===== src/rtl/l2trans_pkg.sv =====
// l2trans_pkg: shared bus definitions for the L2 transaction unit.
//   - bus_cmd_e    : 3-bit system bus command encodings
//   - HDR_*        : bit offsets of the packet header fields
//   - buf_state_e  : line buffer occupancy state
//   - tx_state_e   : transmit serializer state
//   - build_header : assembles a header flit from its fields
package l2trans_pkg;

    localparam int BEATS_PER_LINE = 8;
    localparam int BEAT_IDX_W     = 3;

    typedef enum logic [2:0] {
        CMD_BUSRD     = 3'd0,
        CMD_BUSRDX    = 3'd1,
        CMD_UPGRADE   = 3'd2,
        CMD_FLUSH     = 3'd3,
        CMD_SNOOPRESP = 3'd4
    } bus_cmd_e;

    localparam int HDR_NODE_LSB    = 62;
    localparam int HDR_CMD_LSB     = 59;
    localparam int HDR_NOINV_BIT   = 58;
    localparam int HDR_RESP_BIT    = 57;
    localparam int HDR_TAG_LSB     = 52;
    localparam int HDR_ADDR_LSB    = 26;
    localparam int HDR_HASDATA_BIT = 0;

    typedef enum logic [1:0] {
        BUF_EMPTY = 2'd0,
        BUF_FILL  = 2'd1,
        BUF_FULL  = 2'd2
    } buf_state_e;

    typedef enum logic [1:0] {
        TX_IDLE = 2'd0,
        TX_HDR  = 2'd1,
        TX_DATA = 2'd2
    } tx_state_e;

    // Header flit: unused bits [25:1] stay zero.
    function automatic logic [63:0] build_header(
        input logic [1:0]  node,
        input logic [2:0]  cmd,
        input logic        noinv,
        input logic        resp,
        input logic [4:0]  tag,
        input logic [25:0] addr,
        input logic        has_data
    );
        logic [63:0] h;
        h = 64'd0;
        h[HDR_NODE_LSB +: 2]  = node;
        h[HDR_CMD_LSB +: 3]   = cmd;
        h[HDR_NOINV_BIT]      = noinv;
        h[HDR_RESP_BIT]       = resp;
        h[HDR_TAG_LSB +: 5]   = tag;
        h[HDR_ADDR_LSB +: 26] = addr;
        h[HDR_HASDATA_BIT]    = has_data;
        return h;
    endfunction

endpackage


===== src/rtl/l2trans_linebuf.sv =====
// l2trans_linebuf: one 8x64 line buffer with fill counter and occupancy state.
// Ports:
//   clk, rst        clock, asynchronous active-high reset
//   beat_valid_i    incoming beat valid (first beat honoured only when EMPTY)
//   single_i        first beat completes the transaction (no data stored)
//   beat_data_i     beat payload
//   meta_i/meta_o   per-transaction fields captured on the first beat
//   release_i       packet fully transmitted, return to EMPTY
//   rd_idx_i        read index, rd_data_o is the entry at that index
//   ready_o         buffer EMPTY, full_o buffer FULL, empty_o buffer EMPTY
module l2trans_linebuf
    import l2trans_pkg::*;
#(
    parameter int META_W = 32
) (
    input  logic              clk,
    input  logic              rst,
    input  logic              beat_valid_i,
    input  logic              single_i,
    input  logic [63:0]       beat_data_i,
    input  logic [META_W-1:0] meta_i,
    input  logic              release_i,
    input  logic [2:0]        rd_idx_i,
    output logic              ready_o,
    output logic              full_o,
    output logic              empty_o,
    output logic [META_W-1:0] meta_o,
    output logic [63:0]       rd_data_o
);

    buf_state_e              state_q, state_d;
    logic [BEAT_IDX_W-1:0]   cnt_q, cnt_d;
    logic                    wr_en_s;
    logic                    meta_en_s;
    logic [63:0]             mem_q [BEATS_PER_LINE];
    logic [META_W-1:0]       meta_q;

    // Occupancy state and fill counter next-state; beats offered while FULL are ignored.
    always_comb begin
        state_d   = state_q;
        cnt_d     = cnt_q;
        wr_en_s   = 1'b0;
        meta_en_s = 1'b0;
        case (state_q)
            BUF_EMPTY: begin
                if (beat_valid_i) begin
                    meta_en_s = 1'b1;
                    if (single_i) begin
                        state_d = BUF_FULL;
                    end else begin
                        wr_en_s = 1'b1;
                        cnt_d   = 3'd1;
                        state_d = BUF_FILL;
                    end
                end else begin
                    state_d = BUF_EMPTY;
                end
            end
            BUF_FILL: begin
                if (beat_valid_i) begin
                    wr_en_s = 1'b1;
                    cnt_d   = cnt_q + 3'd1;   // wraps 7 -> 0 on the final beat
                    if (cnt_q == 3'd7) begin
                        state_d = BUF_FULL;
                    end else begin
                        state_d = BUF_FILL;
                    end
                end else begin
                    state_d = BUF_FILL;
                end
            end
            BUF_FULL: begin
                if (release_i) begin
                    state_d = BUF_EMPTY;
                end else begin
                    state_d = BUF_FULL;
                end
            end
            default: begin
                state_d = BUF_EMPTY;
                cnt_d   = 3'd0;
            end
        endcase
    end

    // Occupancy state and counter registers.
    always_ff @(posedge clk or posedge rst) begin
        if (rst) begin
            state_q <= BUF_EMPTY;
            cnt_q   <= 3'd0;
        end else begin
            state_q <= state_d;
            cnt_q   <= cnt_d;
        end
    end

    // Line storage and captured fields; contents survive reset by design.
    always_ff @(posedge clk) begin
        if (wr_en_s) begin
            mem_q[cnt_q] <= beat_data_i;
        end
        if (meta_en_s) begin
            meta_q <= meta_i;
        end
    end

    assign ready_o   = (state_q == BUF_EMPTY);
    assign empty_o   = (state_q == BUF_EMPTY);
    assign full_o    = (state_q == BUF_FULL);
    assign meta_o    = meta_q;
    assign rd_data_o = mem_q[rd_idx_i];

endmodule


===== src/rtl/l2trans_tx.sv =====
// l2trans_tx: transmit half of the L2 transaction unit.
// Captures l2data request and snoop-data transactions into two line buffers
// and serializes them as header(+8 data) packets onto the bus transmit port.
// Snoop responses win over requests when both are ready to go.
// Ports:
//   clk, rst                     clock, asynchronous active-high reset
//   l2data_req_*                 request stream in (cmd/noinv/addr/data)
//   l2trans_l2data_req_ready     request stream may start a transaction
//   l2data_snoop_*               snoop-data stream in (tag/addr/data)
//   l2trans_l2data_snoop_ready   snoop stream may start a response
//   bus_tx_valid/data/last/ready bus transmit flit port (outputs registered)
//   l2trans_tx_idle              both buffers empty and no packet in flight
module l2trans_tx
    import l2trans_pkg::*;
#(
    parameter logic [1:0] NODE_ID = 2'd0
) (
    input  logic        clk,
    input  logic        rst,
    input  logic        l2data_req_valid,
    input  logic        l2data_req_noinv,
    input  logic [2:0]  l2data_req_cmd,
    input  logic [25:0] l2data_req_addr,
    input  logic [63:0] l2data_req_data,
    output logic        l2trans_l2data_req_ready,
    input  logic        l2data_snoop_valid,
    input  logic [4:0]  l2data_snoop_tag,
    input  logic [25:0] l2data_snoop_addr,
    input  logic [63:0] l2data_snoop_data,
    output logic        l2trans_l2data_snoop_ready,
    output logic        bus_tx_valid,
    output logic [63:0] bus_tx_data,
    output logic        bus_tx_last,
    input  logic        bus_tx_ready,
    output logic        l2trans_tx_idle
);

    tx_state_e   tx_state_q, tx_state_d;
    logic        sel_snp_q, sel_snp_d;
    logic [2:0]  idx_q, idx_d;
    logic        valid_q, valid_d;
    logic [63:0] data_q, data_d;
    logic        last_q, last_d;

    logic        req_full_s, req_empty_s, snp_full_s, snp_empty_s;
    logic        req_release_s, snp_release_s, release_s;
    logic [29:0] req_meta_s;   // {cmd, noinv, addr}
    logic [30:0] snp_meta_s;   // {tag, addr}
    logic [63:0] req_rd_s, snp_rd_s, sel_rd_s;
    logic [2:0]  rd_idx_s;
    logic        req_has_data_s;
    logic [63:0] req_hdr_s, snp_hdr_s;

    l2trans_linebuf #(.META_W(30)) u_req_buf (
        .clk          (clk),
        .rst          (rst),
        .beat_valid_i (l2data_req_valid),
        .single_i     (l2data_req_cmd != CMD_FLUSH),
        .beat_data_i  (l2data_req_data),
        .meta_i       ({l2data_req_cmd, l2data_req_noinv, l2data_req_addr}),
        .release_i    (req_release_s),
        .rd_idx_i     (rd_idx_s),
        .ready_o      (l2trans_l2data_req_ready),
        .full_o       (req_full_s),
        .empty_o      (req_empty_s),
        .meta_o       (req_meta_s),
        .rd_data_o    (req_rd_s)
    );

    l2trans_linebuf #(.META_W(31)) u_snp_buf (
        .clk          (clk),
        .rst          (rst),
        .beat_valid_i (l2data_snoop_valid),
        .single_i     (1'b0),
        .beat_data_i  (l2data_snoop_data),
        .meta_i       ({l2data_snoop_tag, l2data_snoop_addr}),
        .release_i    (snp_release_s),
        .rd_idx_i     (rd_idx_s),
        .ready_o      (l2trans_l2data_snoop_ready),
        .full_o       (snp_full_s),
        .empty_o      (snp_empty_s),
        .meta_o       (snp_meta_s),
        .rd_data_o    (snp_rd_s)
    );

    assign req_has_data_s = (req_meta_s[29:27] == CMD_FLUSH);
    assign req_hdr_s = build_header(NODE_ID, req_meta_s[29:27], req_meta_s[26], 1'b0,
                                    5'd0, req_meta_s[25:0], req_has_data_s);
    assign snp_hdr_s = build_header(NODE_ID, CMD_SNOOPRESP, 1'b0, 1'b1,
                                    snp_meta_s[30:26], snp_meta_s[25:0], 1'b1);

    // The output register is loaded one flit ahead, so read the entry that follows idx_q.
    assign rd_idx_s = (tx_state_q == TX_DATA) ? (idx_q + 3'd1) : 3'd0;
    assign sel_rd_s = sel_snp_q ? snp_rd_s : req_rd_s;

    assign req_release_s = release_s & ~sel_snp_q;
    assign snp_release_s = release_s & sel_snp_q;

    // Transmit FSM next-state and registered flit outputs; everything holds while ready is low.
    always_comb begin
        tx_state_d = tx_state_q;
        sel_snp_d  = sel_snp_q;
        idx_d      = idx_q;
        valid_d    = valid_q;
        data_d     = data_q;
        last_d     = last_q;
        release_s  = 1'b0;
        case (tx_state_q)
            TX_IDLE: begin
                if (snp_full_s) begin
                    sel_snp_d  = 1'b1;
                    tx_state_d = TX_HDR;
                    valid_d    = 1'b1;
                    data_d     = snp_hdr_s;
                    last_d     = 1'b0;
                end else if (req_full_s) begin
                    sel_snp_d  = 1'b0;
                    tx_state_d = TX_HDR;
                    valid_d    = 1'b1;
                    data_d     = req_hdr_s;
                    last_d     = ~req_has_data_s;
                end else begin
                    tx_state_d = TX_IDLE;
                end
            end
            TX_HDR: begin
                if (bus_tx_ready) begin
                    if (data_q[HDR_HASDATA_BIT]) begin
                        tx_state_d = TX_DATA;
                        idx_d      = 3'd0;
                        data_d     = sel_rd_s;
                        last_d     = 1'b0;
                    end else begin
                        release_s  = 1'b1;
                        tx_state_d = TX_IDLE;
                        valid_d    = 1'b0;
                        data_d     = 64'd0;
                        last_d     = 1'b0;
                    end
                end else begin
                    tx_state_d = TX_HDR;
                end
            end
            TX_DATA: begin
                if (bus_tx_ready) begin
                    if (idx_q == 3'd7) begin
                        release_s  = 1'b1;
                        tx_state_d = TX_IDLE;
                        valid_d    = 1'b0;
                        data_d     = 64'd0;
                        last_d     = 1'b0;
                    end else begin
                        idx_d  = idx_q + 3'd1;
                        data_d = sel_rd_s;
                        last_d = (idx_q == 3'd6);
                    end
                end else begin
                    tx_state_d = TX_DATA;
                end
            end
            default: begin
                tx_state_d = TX_IDLE;
                valid_d    = 1'b0;
                data_d     = 64'd0;
                last_d     = 1'b0;
            end
        endcase
    end

    // Transmit FSM and output registers.
    always_ff @(posedge clk or posedge rst) begin
        if (rst) begin
            tx_state_q <= TX_IDLE;
            sel_snp_q  <= 1'b0;
            idx_q      <= 3'd0;
            valid_q    <= 1'b0;
            data_q     <= 64'd0;
            last_q     <= 1'b0;
        end else begin
            tx_state_q <= tx_state_d;
            sel_snp_q  <= sel_snp_d;
            idx_q      <= idx_d;
            valid_q    <= valid_d;
            data_q     <= data_d;
            last_q     <= last_d;
        end
    end

    assign bus_tx_valid    = valid_q;
    assign bus_tx_data     = data_q;
    assign bus_tx_last     = last_q;
    assign l2trans_tx_idle = req_empty_s & snp_empty_s & (tx_state_q == TX_IDLE);

endmodule


===== config.mk =====
export PLATFORM = sky130hd
export DESIGN_NAME = l2trans_tx
export DESIGN_NICKNAME = d
export VERILOG_FILES = /design/src/rtl/l2trans_pkg.sv /design/src/rtl/l2trans_linebuf.sv /design/src/rtl/l2trans_tx.sv
export SDC_FILE = /design/constraint.sdc
export NUM_CORES = 1
export LEC_CHECK = 0
export ABC_AREA = 1
export CAP_MARGIN = 0
export CORE_ASPECT_RATIO = 2
export CORE_MARGIN = 2
export CORE_UTILIZATION = 35
export DETAILED_ROUTE_END_ITERATION = 12
export PLACE_DENSITY = 0.62
export SYNTH_ARGS = -nofsm -noshare
export SYNTH_HDL_FRONTEND = slang
export SYNTH_SLANG_ARGS = --single-unit

===== constraint.sdc =====
create_clock -name clk -period 6.69 [get_ports clk]
set_clock_uncertainty 0.1 [all_clocks]
set_input_delay 1.338 -clock clk [delete_from_list [all_inputs] [get_ports clk]]
set_output_delay 1.338 -clock clk [all_outputs]
set_load 0.01 [all_outputs]

## Word-level counts from Yosys, hierarchy flattened

Memory sizes are Yosys's and may differ from the RTL's.
Index checks and enable logic that the tools add are counted.

| storage, ports and cells | value |
|---|---|
| bits in read-only memories | 0 |
| flip-flop bits (word level) | 143 |
| latch bits | 0 |
| memories kept | 2 |
| output and inout bits | 69 |
| bits in writable memories | 1,024 |

| operators by class | value |
|---|---|
| mux-type cells | 71 |
| bitwise gates (word level) | 8 |
| reductions and logical operators | 12 |
| $add $sub $neg | 3 |
| order comparisons | 0 |
| $mul | 0 |
| div/mod/pow operators | 0 |
| equality and inequality tests | 25 |
| shift-type cells | 0 |

Memories:

| name | depth | width | rd ports | clocked after Yosys merged registers in | write ports | line | text |
|---|---|---|---|---|---|---|---|
| u_req_buf.mem_q | 8 | 64 | 1 | 0 | 1 | l2trans_linebuf.sv:35 | `logic [63:0] mem_q [BEATS_PER_LINE];` |
| u_snp_buf.mem_q | 8 | 64 | 1 | 0 | 1 | l2trans_linebuf.sv:35 |  |

Operator list:

| operator | number |
|---|---|
| 2-to-1 mux 64 bit | 7 |
| one-hot mux 64 bit (3 select lines) | 1 |
| 2-to-1 mux 1 bit | 31 |
| 2-to-1 mux 3 bit | 10 |
| 2-to-1 mux 2 bit | 12 |
| != test 2 bit (second input constant) | 10 |
| one-hot mux 2 bit (3 select lines) | 3 |
| one-hot mux 3 bit (3 select lines) | 2 |
| equality test 3 bit (second input constant) | 4 |
| AND reduction 5 bit | 2 |
| adder 3 x 1 -> 3 bit (second input constant) | 3 |
| equality test 2 x 1 -> 1 bit (second input constant) | 3 |
| equality test 2 bit (second input constant) | 3 |
| logical NOT 2 bit | 3 |
| != test 3 x 2 -> 1 bit (second input constant) | 2 |
| one-hot mux 1 bit (3 select lines) | 2 |
| one-hot mux 3 bit (2 select lines) | 1 |
| AND reduction 3 bit | 2 |
| AND 1 bit | 4 |
| NOT 1 bit | 4 |
| one-hot mux 1 bit (2 select lines) | 2 |
| AND reduction 4 bit | 1 |
| nonzero test 2 bit | 2 |
| equality test 3 x 2 -> 1 bit (second input constant) | 1 |
| other kinds (4) | 4 |

## Depth between registers and ports, before layout

Gate-level depths: netlist of run 1.

| logic depth | value |
|---|---|
| depth in word-level cells | 7 |
| depth in mapped cells | 15 |
| gate-level depth less buffers | 12 |

## Hierarchy

A second synthesis of run 1 with hierarchy kept.

| unflattened totals | value |
|---|---|
| cell total of the unflattened synthesis | 5,369 |
| area total of the unflattened synthesis | 51,868.5 µm² |

Modules (own cells, without submodules):

| module | instances | area an instance (µm²) | cells each |
|---|---|---|---|
| l2trans_linebuf (u_snp_buf) | 1 | 23,632.7 | 2,302 |
| l2trans_linebuf (u_req_buf) | 1 | 23,562.6 | 2,296 |
| l2trans_tx | 1 | 4,673.2 | 771 |

## Least setup slack after synthesis of run 1

OpenSTA, ideal clock, no wires.

| timing | value |
|---|---|
| path type | input-to-reg |
| start | input port l2data_req_cmd[1] |
| end | memory u_req_buf.mem_q[0][0], enable pin |
| buffers on the path | 0 |
| library setup time | 486 ps |
| data arrival time | 4,555 ps |
| setup slack | 1,548 ps |
| stages on the path | 6 |
| path through | nand2_1 > nor2_1 > nor2_1 > nor3_1 > nand2_1 > nor2_1 |

| between the ends | value |
|---|---|
| word-level cells in the longest chain between the ends | 6 |

Ends and longest elaborated chain:

| item | line | text |
|---|---|---|
| from (decl) | l2trans_tx.sv:22 | `input logic [2:0] l2data_req_cmd,` |
| != test 3 x 2 -> 1 bit | l2trans_tx.sv:58 | `.single_i (l2data_req_cmd != CMD_FLUSH),` |
| 2-to-1 mux 1 bit | l2trans_linebuf.sv:48 | `if (single_i) begin` |
| 2-to-1 mux 1 bit | l2trans_linebuf.sv:46 | `if (beat_valid_i) begin` |
| one-hot mux 1 bit (2 select lines) | l2trans_linebuf.sv:44 | `case (state_q)` |
| 2-to-1 mux 1 bit | l2trans_linebuf.sv:99 | `if (wr_en_s) begin` |
| 2-to-1 mux 1 bit (not written as such) | l2trans_linebuf.sv:100 | `mem_q[cnt_q] <= beat_data_i;` |
| to (decl) | l2trans_linebuf.sv:35 |  |

No other way between the ends.

## Worst setup path after layout of run 1

| timing | value |
|---|---|
| start | register tx_state_q[0] |
| end | register data_q[31], in the netlist bus_tx_data[31] |

| between the ends | value |
|---|---|
| word-level cells in the longest chain between the ends | 7 |

Ends and longest elaborated chain:

| item | line | text |
|---|---|---|
| from (decl) | l2trans_tx.sv:38 | `tx_state_e tx_state_q, tx_state_d;` |
| from (signal assigned) | l2trans_tx.sv:180 | `tx_state_q <= tx_state_d;` |
| equality test 2 bit | l2trans_tx.sv:93, l2trans_tx.sv:108 |  |
| 2-to-1 mux 3 bit | l2trans_tx.sv:93 | `assign rd_idx_s = (tx_state_q == TX_DATA) ? (idx_q + 3'd1) : 3'd0;` |
| memory (8 x 64 bit) | - |  |
| 2-to-1 mux 64 bit | l2trans_tx.sv:94 | `assign sel_rd_s = sel_snp_q ? snp_rd_s : req_rd_s;` |
| 2-to-1 mux 64 bit, on equally long branches | l2trans_tx.sv:146, l2trans_tx.sv:128 |  |
| 2-to-1 mux 64 bit, on equally long branches | l2trans_tx.sv:145, l2trans_tx.sv:127 |  |
| one-hot mux 64 bit (3 select lines) | l2trans_tx.sv:108 | `case (tx_state_q)` |
| to (signal assigned) | l2trans_tx.sv:184 | `data_q <= data_d;` |
| to (decl) | l2trans_tx.sv:42 | `logic [63:0] data_q, data_d;` |

Several ways; a longest one is shown, not always the timed one. The select of a mux whose other input is x is not followed.
A chain may end at the register's enable or synchronous reset.

==> results of run 1 <==
[cells in the mapped netlist]
cell type	n	area share, %
o311ai_0	1	0.019
ha_1	11	0.30
a22o_1	1	0.019
nand2_2	4	0.054
inv_1	33	0.27
nor2_1	31	0.25
nand3b_1	1	0.016
a31o_2	1	0.019
dfrtp_1	82	4.5
edfxtp_1	1085	71
buf_2	145	1.6
a22oi_1	28	0.46
clkbuf_1	55	0.45
buf_4	6	0.098
nand3_1	910	9.9
inv_4	1	0.014
nand4_1	4	0.054
nor2_8	2	0.087
a21oi_1	72	0.78
nand2_1	1155	9.4
inv_2	5	0.041
nor2_2	1	0.014
nor2_4	1	0.024
buf_1	23	0.19
o21ai_0	21	0.23
o22ai_1	1	0.014
o211ai_1	25	0.41
o31ai_1	1	0.016
nor3_1	2	0.022
[layer usage]
layer,vias up,global-route usage [%],share of wire (%)
li1,13700,-,-
met1,15000,22.3,35
met2,1180,37.2,53
met3,284,3.22,6.1
met4,20,12.7,6.2
met5,-,0,0.094
[worst min-delay path by stage]
stage,from,endpoint,slack (ns),cells after the start
finish,u_snp_buf.meta_o[26],bus_tx_data[52],0.35,2
global route,u_snp_buf.meta_o[26],bus_tx_data[52],0.39,2
CTS,u_snp_buf.meta_o[26],bus_tx_data[52],0.34,2
detailed placement,u_snp_buf.meta_o[26],bus_tx_data[52],0.35,2
global placement,u_snp_buf.meta_o[26],bus_tx_data[52],0.35,2
floorplan,u_snp_buf.meta_o[26],bus_tx_data[52],0.34,2
[worst reg2reg max path: cells and delay by family (launching register included)]
kind	cells	cell delay, ns
flops	1	0.40
fa+ha+maj	1	0.75
compound gates	1	0.10
simple gates	5	1.32
buf+inv	3	1.37
[logic make-up after synthesis]
group / count (synthesis)
simple gates: 2111
compound gates: 151
flops: 1167
fa+ha+maj: 11
buf+inv: 268
[layout make-up]
cell class | instances | area share, %
Clock buffer | 138 | 5.29
Timing Repair Buffer | 315 | 5.91
Antenna cell | 15 | 0.0694
Inverter | 39 | 0.298
Sequential cell | 1167 | 64.0
Multi-Input combinational cell | 2273 | 19.1
Clock inverter | 60 | 1.30
Tap cell | 1710 | 3.96
[placed cells by master, fill, tap and decap left out, drive strengths merged, types with 35 or more instances in the layout]
| master | synthesis | routed |
|---|---|---|
| edfxtp | 1085 | 1085 |
| nor2 | 35 | 35 |
| dfrtp | 82 | 82 |
| clkbuf | 55 | 138 |
| clkdlybuf4s50 | 0 | 262 |
| nand2 | 1159 | 1159 |
| a21oi | 72 | 72 |
| buf | 174 | 53 |
| inv | 39 | 42 |
| nand3 | 910 | 910 |
[power groups by stage]
stage / registers [W] / clock network [W] / logic, W
2_1_floorplan: 0.00911 / 0 / 0.00130
6_report: 0.00896 / 0.00624 / 0.00257
3_3_place_gp: 0.00911 / 0 / 0.00256
3_5_place_dp: 0.00911 / 0 / 0.00260
5_1_grt: 0.00901 / 0.00660 / 0.00280
4_1_cts: 0.00897 / 0.00633 / 0.00261
[metrics by stage]
stage	setup slack, ns	util (%)
floorplan	1.55	-
global placement	2.00	38.6
detailed placement	1.90	38.6
CTS	2.50	41.3
global route	2.22	41.3
finish	2.53	41.4
[flip-flops by register name, indices dropped and copies added, names as in the netlist]
register,cells
idx_q,3
u_snp_buf.cnt_q,3
u_req_buf.state_q,2
u_snp_buf.state_q,2
sel_snp_q,1
u_snp_buf.meta_o,31
u_snp_buf.mem_q,512
tx_state_q,2
bus_tx_last,1
bus_tx_valid,1
u_req_buf.meta_o,30
bus_tx_data,64
u_req_buf.mem_q,512
u_req_buf.cnt_q,3
==> impl_metrics.json, run 1 <==
{
  "r2r-end": "bus_tx_data[31]",
  "drtIter0Drc": 2829,
  "muxShareOfSynthArea_pct": 0,
  "worst-path-stages": 10,
  "synth_xor_area_share_pct": 0,
  "core_area_um2": 131000,
  "crit_family": "simple AND/OR/NAND/NOR gates",
  "whs_ns": 0.346,
  "tritoncts": "yes",
  "critPathLaunch": "tx_state_q[0]",
  "grt_max_degree": 187,
  "worstHoldPathType": "reg2reg",
  "yosysWarnings": 0,
  "final_hold_viol_count": 0,
  "synth_fa_ha_area_share_pct": 0.299,
  "crit_end": "bus_tx_data[31]",
  "synth_compound_area_share_pct": 1.96,
  "cts_resized": 0,
  "cp_slowest_stage_delay_ns": 0.75,
  "clk_pin_slew_ns": 0.07,
  "antenna_found_initial": 35,
  "placed_area_um2": 50500,
  "clkSinkCount": 1167,
  "slew_viol_final": 0,
  "finalSetupViolCount": 0,
  "fin_crit_sh_pct": 62.2,
  "multi_input_area_um2": 10400,
  "stdcell_area_um2": 54100,
  "clock_path_buffers": 3,
  "syn_area_um2": 46000,
  "status": "complete, no violations",
  "synth_top_family_by_area": "simple AND/OR/NAND/NOR gates",
  "htreeDepth": 3,
  "syn_nets": 3913,
  "slew_headroom_pct": 20.5,
  "postCtsHoldBufs": 0,
  "yosys.area_share.simple_pct": 19.8,
  "place_inst": 5504,
  "cpMostUsedCell": "nand3_1",
  "post_cts_buffers": 0,
  "power_frac_comb_pct": 14.5,
  "dieArea_um2": 135000,
  "tns_ns": 0,
  "startpoint_type": "register",
  "path_buf_inv": 3,
  "die_y_um": 517,
  "syn2layout_area_growth_pct": 17.6,
  "grt_overflow": 0,
  "remaining_drc_errors": 0,
  "grt_pass1_wl_um": 202000,
  "grt_pass1_vias": 30000,
  "required_ns": 7.17,
  "grt_use_total_pct": 20.6,
  "nFillCells": 12100,
  "nNetsFinal": 4105,
  "fmax_mhz": 240,
  "path_cells": "inv_1 -> ha_1 -> nand2_8 -> inv_4 -> buf_4 -> nand3_1 -> nand3_1 -> nand3_1 -> nand3_1 -> o211ai_1",
  "worst_pin_slew_ns": 1.19,
  "rsz0062_at_grt": "false",
  "p_int_w": 0.0130,
  "cts_root_buffer": "clkbuf_16",
  "io_pins": 263,
  "cts-buffers-inserted": 104,
  "powerDensity_nw_per_um2": 329,
  "p_leak_nw": 19.1,
  "criticalPathCategory": "reg2reg",
  "netSwitchingFraction_pct": 26.8,
  "netlist-cell-type-count": 29,
  "fin_cells": 5717,
  "rows": 188,
  "ir_worst_vdd_v": 0.000215,
  "period_needed_ns": 4.16,
  "drtPass1Iterations": 5,
  "cap_violations": 0,
  "p_total_w": 0.0178,
  "seq_area_um2": 34600,
  "hpwl_um": 83600,
  "synth.avg_cell_area_um2": 12.4,
  "r2r_slack_ns": 2.53,
  "clkPwrFrac_pct": 35.1,
  "routabilityCongestion": 0.842,
  "viasPerCell": 5.28,
  "vias": 30200,
  "synth-seq-area-share_pct": 75.3,
  "cp_slowest_cell": "ha_1",
  "seqPwrFrac_pct": 50.4,
  "start_util_pct": 35.2,
  "wl_per_cell_um": 24.4,
  "worstSetupEndpointType": "register",
  "p_switching_w": 0.00476,
  "die_width_um": 260,
  "synth_seq_cells": 1167,
  "port_buffers": 262,
  "cp.arrival_ns": 4.64,
  "worstPathMaxFanout": 88,
  "drt_wl_total_um": 140000,
  "reg2reg_from": "tx_state_q[0]",
  "reg2reg_depth": 10,
  "clk_latency_ns": 0.71,
  "synthCells": 3708,
  "ant_nets": 0,
  "drive_gt1_share_pct": 6.34
}
Note: power is estimated with default switching activity, not from simulation.
==> run 2: changes to the inputs <==
--- a/config.mk
+++ b/config.mk
@@ -11,7 +11,7 @@
 export CORE_MARGIN = 2
 export CORE_UTILIZATION = 35
 export DETAILED_ROUTE_END_ITERATION = 12
-export PLACE_DENSITY = 0.62
+export PLACE_DENSITY = 0.63
 export SYNTH_ARGS = -nofsm -noshare
 export SYNTH_HDL_FRONTEND = slang
 export SYNTH_SLANG_ARGS = --single-unit
==> constraint.sdc (replaced) <==
create_clock -name clk -period 3.8 [get_ports clk]
set_clock_uncertainty 0.1 [all_clocks]
set_input_delay 0.76 -clock clk [delete_from_list [all_inputs] [get_ports clk]]
set_output_delay 0.76 -clock clk [all_outputs]
set_load 0.01 [all_outputs]
==> run 2 against run 1 <==
Net effect: first-iteration DRC count is 7.4% lower; non-clock buffer count is 73 higher; routed wire length is 1.4% higher; register-to-register slack worse by 1.9 ns; count of clock-buffer cells in the layout is 2 higher; combinational power is 86% higher; sequential power is 76% higher; critical path depth is 5 lower; largest cell class unchanged; critical path type is now reg2out; clock power is 65% higher.
==> impl_metrics.json, run 2 (synthesis gave the netlist of run 1 again) <==
{
  "worstHoldPathType": "in2async",
  "fin_crit_sh_pct": 90.6,
  "clkSinkCount": 1167,
  "antenna_found_initial": 38,
  "path_buf_inv": 3,
  "die_y_um": 517,
  "syn2layout_area_growth_pct": 19.1,
  "core_area_um2": 131000,
  "p_leak_nw": 19.5,
  "ant_nets": 0,
  "worst_pin_slew_ns": 0.984,
  "remaining_drc_errors": 0,
  "postCtsHoldBufs": 0,
  "drtIter0Drc": 2620,
  "drive_gt1_share_pct": 7.47,
  "htreeDepth": 3,
  "status": "complete, no violations",
  "grt_pass1_wl_um": 203000,
  "vias": 30500,
  "crit_family": "buffers and inverters",
  "path_cells": "inv_1 -> ha_1 -> inv_1 -> nor3_1 -> clkdlybuf4s50_1",
  "final_common_cell": "nand2_1",
  "worstPathMaxFanout": 5,
  "powerDensity_nw_per_um2": 563,
  "clk_pin_slew_ns": 0.06,
  "ir_worst_vdd_v": 0.000447,
  "cts-buffers-inserted": 104,
  "fmax_mhz": 290,
  "cp_slowest_cell": "clkdlybuf4s50_1",
  "layout_common_cells": "1155 x nand2_1, 1085 x edfxtp_1, 910 x nand3_1, 262 x clkdlybuf4s50_1, 105 x clkbuf_16",
  "criticalPathCategory": "reg2out",
  "clk_latency_ns": 0.71,
  "wl_per_cell_um": 24.5,
  "startpoint_type": "register",
  "grt_max_degree": 125,
  "rows": 188,
  "io_pins": 263,
  "port_buffers": 262,
  "die_width_um": 260,
  "drt_wl_total_um": 141000,
  "rsz0062_at_grt": "false",
  "cp_slowest_stage_delay_ns": 0.59,
  "cpMostUsedCell": "inv_1",
  "required_ns": 2.94,
  "cp.arrival_ns": 2.58,
  "finalSetupViolCount": 0,
  "cts_root_buffer": "clkbuf_16",
  "grt_use_total_pct": 20.8,
  "clock_path_buffers": 3,
  "final_hold_viol_count": 0,
  "tns_ns": 0,
  "netSwitchingFraction_pct": 27.2,
  "power_frac_comb_pct": 15.5,
  "p_total_w": 0.0309,
  "worstSetupEndpointType": "output port",
  "routabilityCongestion": 0.890,
  "start_util_pct": 35.2,
  "hpwl_um": 91800,
  "p_switching_w": 0.00838,
  "dieArea_um2": 135000,
  "p_int_w": 0.0225,
  "final_util_pct": 41.9,
  "slew_headroom_pct": 34.4,
  "drtPass1Iterations": 5,
  "place_inst": 5577,
  "viasPerCell": 5.28,
  "seqPwrFrac_pct": 51.2,
  "slew_viol_final": 0,
  "period_needed_ns": 3.44,
  "fin_cells": 5776,
  "grt_pass1_vias": 30000,
  "cap_violations": 0,
  "cts_resized": 0,
  "clkPwrFrac_pct": 33.4,
  "post_cts_buffers": 0,
  "nNetsFinal": 4178,
  "tritoncts": "yes",
  "grt_overflow": 0
}
run 2: cell types whose count changed in the layout (fill, tap and decap cells not counted), moves of 2 or more:
cell	change
buf_12	+40
clkinv_1	+9
clkinv_2	-8
clkinvlp_4	-9
diode_2	-5
inv_6	+4
bufinv_16	-7
clkbuf_1	+5
buf_4	+33
clkbuf_16	-2
run 2: power by group through the flow:
stage               logic [W]  registers (W)  clock network [W]
floorplan             0.00230         0.0160                  0
global placement      0.00475         0.0160                  0
detailed placement    0.00482         0.0160                  0
CTS                   0.00483         0.0158             0.0104
global route          0.00516         0.0159             0.0109
finish                0.00478         0.0158             0.0103
run 2: final cells by class:
type | instances | area [um^2]
clock inverter | 49 | 440
fill | 12000 | 76000
sequential | 1167 | 34600
inverter | 39 | 161
multi-input combinational | 2273 | 10400
timing repair buffer | 388 | 4240
tap | 1710 | 2140
antenna | 10 | 25.0
clock buffer | 140 | 2820
run 2: stage by stage:
stage | hold slack, ns | instance area [um^2] | worst slack (ns)
floorplan | 0.338 | 46000 | -0.764
global placement | 0.363 | 51500 | 0.373
detailed placement | 0.354 | 51500 | 0.426
CTS | 0.345 | 54800 | 0.358
global route | 0.388 | 54800 | 0.272
finish | 0.340 | 54800 | 0.357
run 2: path summary, 6_finish.rpt:
path                                       from         endpoint  slack (ns)  depth (start not counted)
max reg2reg                       tx_state_q[0]  bus_tx_data[18]        0.64                         13
min                                         rst  bus_tx_data[53]        0.34                          2
max                               tx_state_q[0]  l2trans_tx_idle        0.36                          5
min in group clk           u_snp_buf.meta_o[30]  bus_tx_data[56]        0.37                          2
max in group asynchronous                   rst  bus_tx_data[30]        2.51                          3
min reg2reg                u_snp_buf.meta_o[30]  bus_tx_data[56]        0.37                          2
run 2: worst register-to-register path, delay by kind of cell, from the launching register on:
family / cells / cell delay (ns)
buffers and inverters: 5 / 1.27
and+or+nand+nor: 7 / 0.76
adders and majority gates: 1 / 0.55
DFF: 1 / 0.40
run 2: routing by layer:
metal | global-route usage [%] | vias up | wire length [um]
met1 | 22.4 | 15200 | 49200
met4 | 13.1 | 24 | 9000
met3 | 3.02 | 316 | 8050
met2 | 37.9 | 1171 | 75100
li1 | - | 13800 | -
met5 | 0 | - | 165
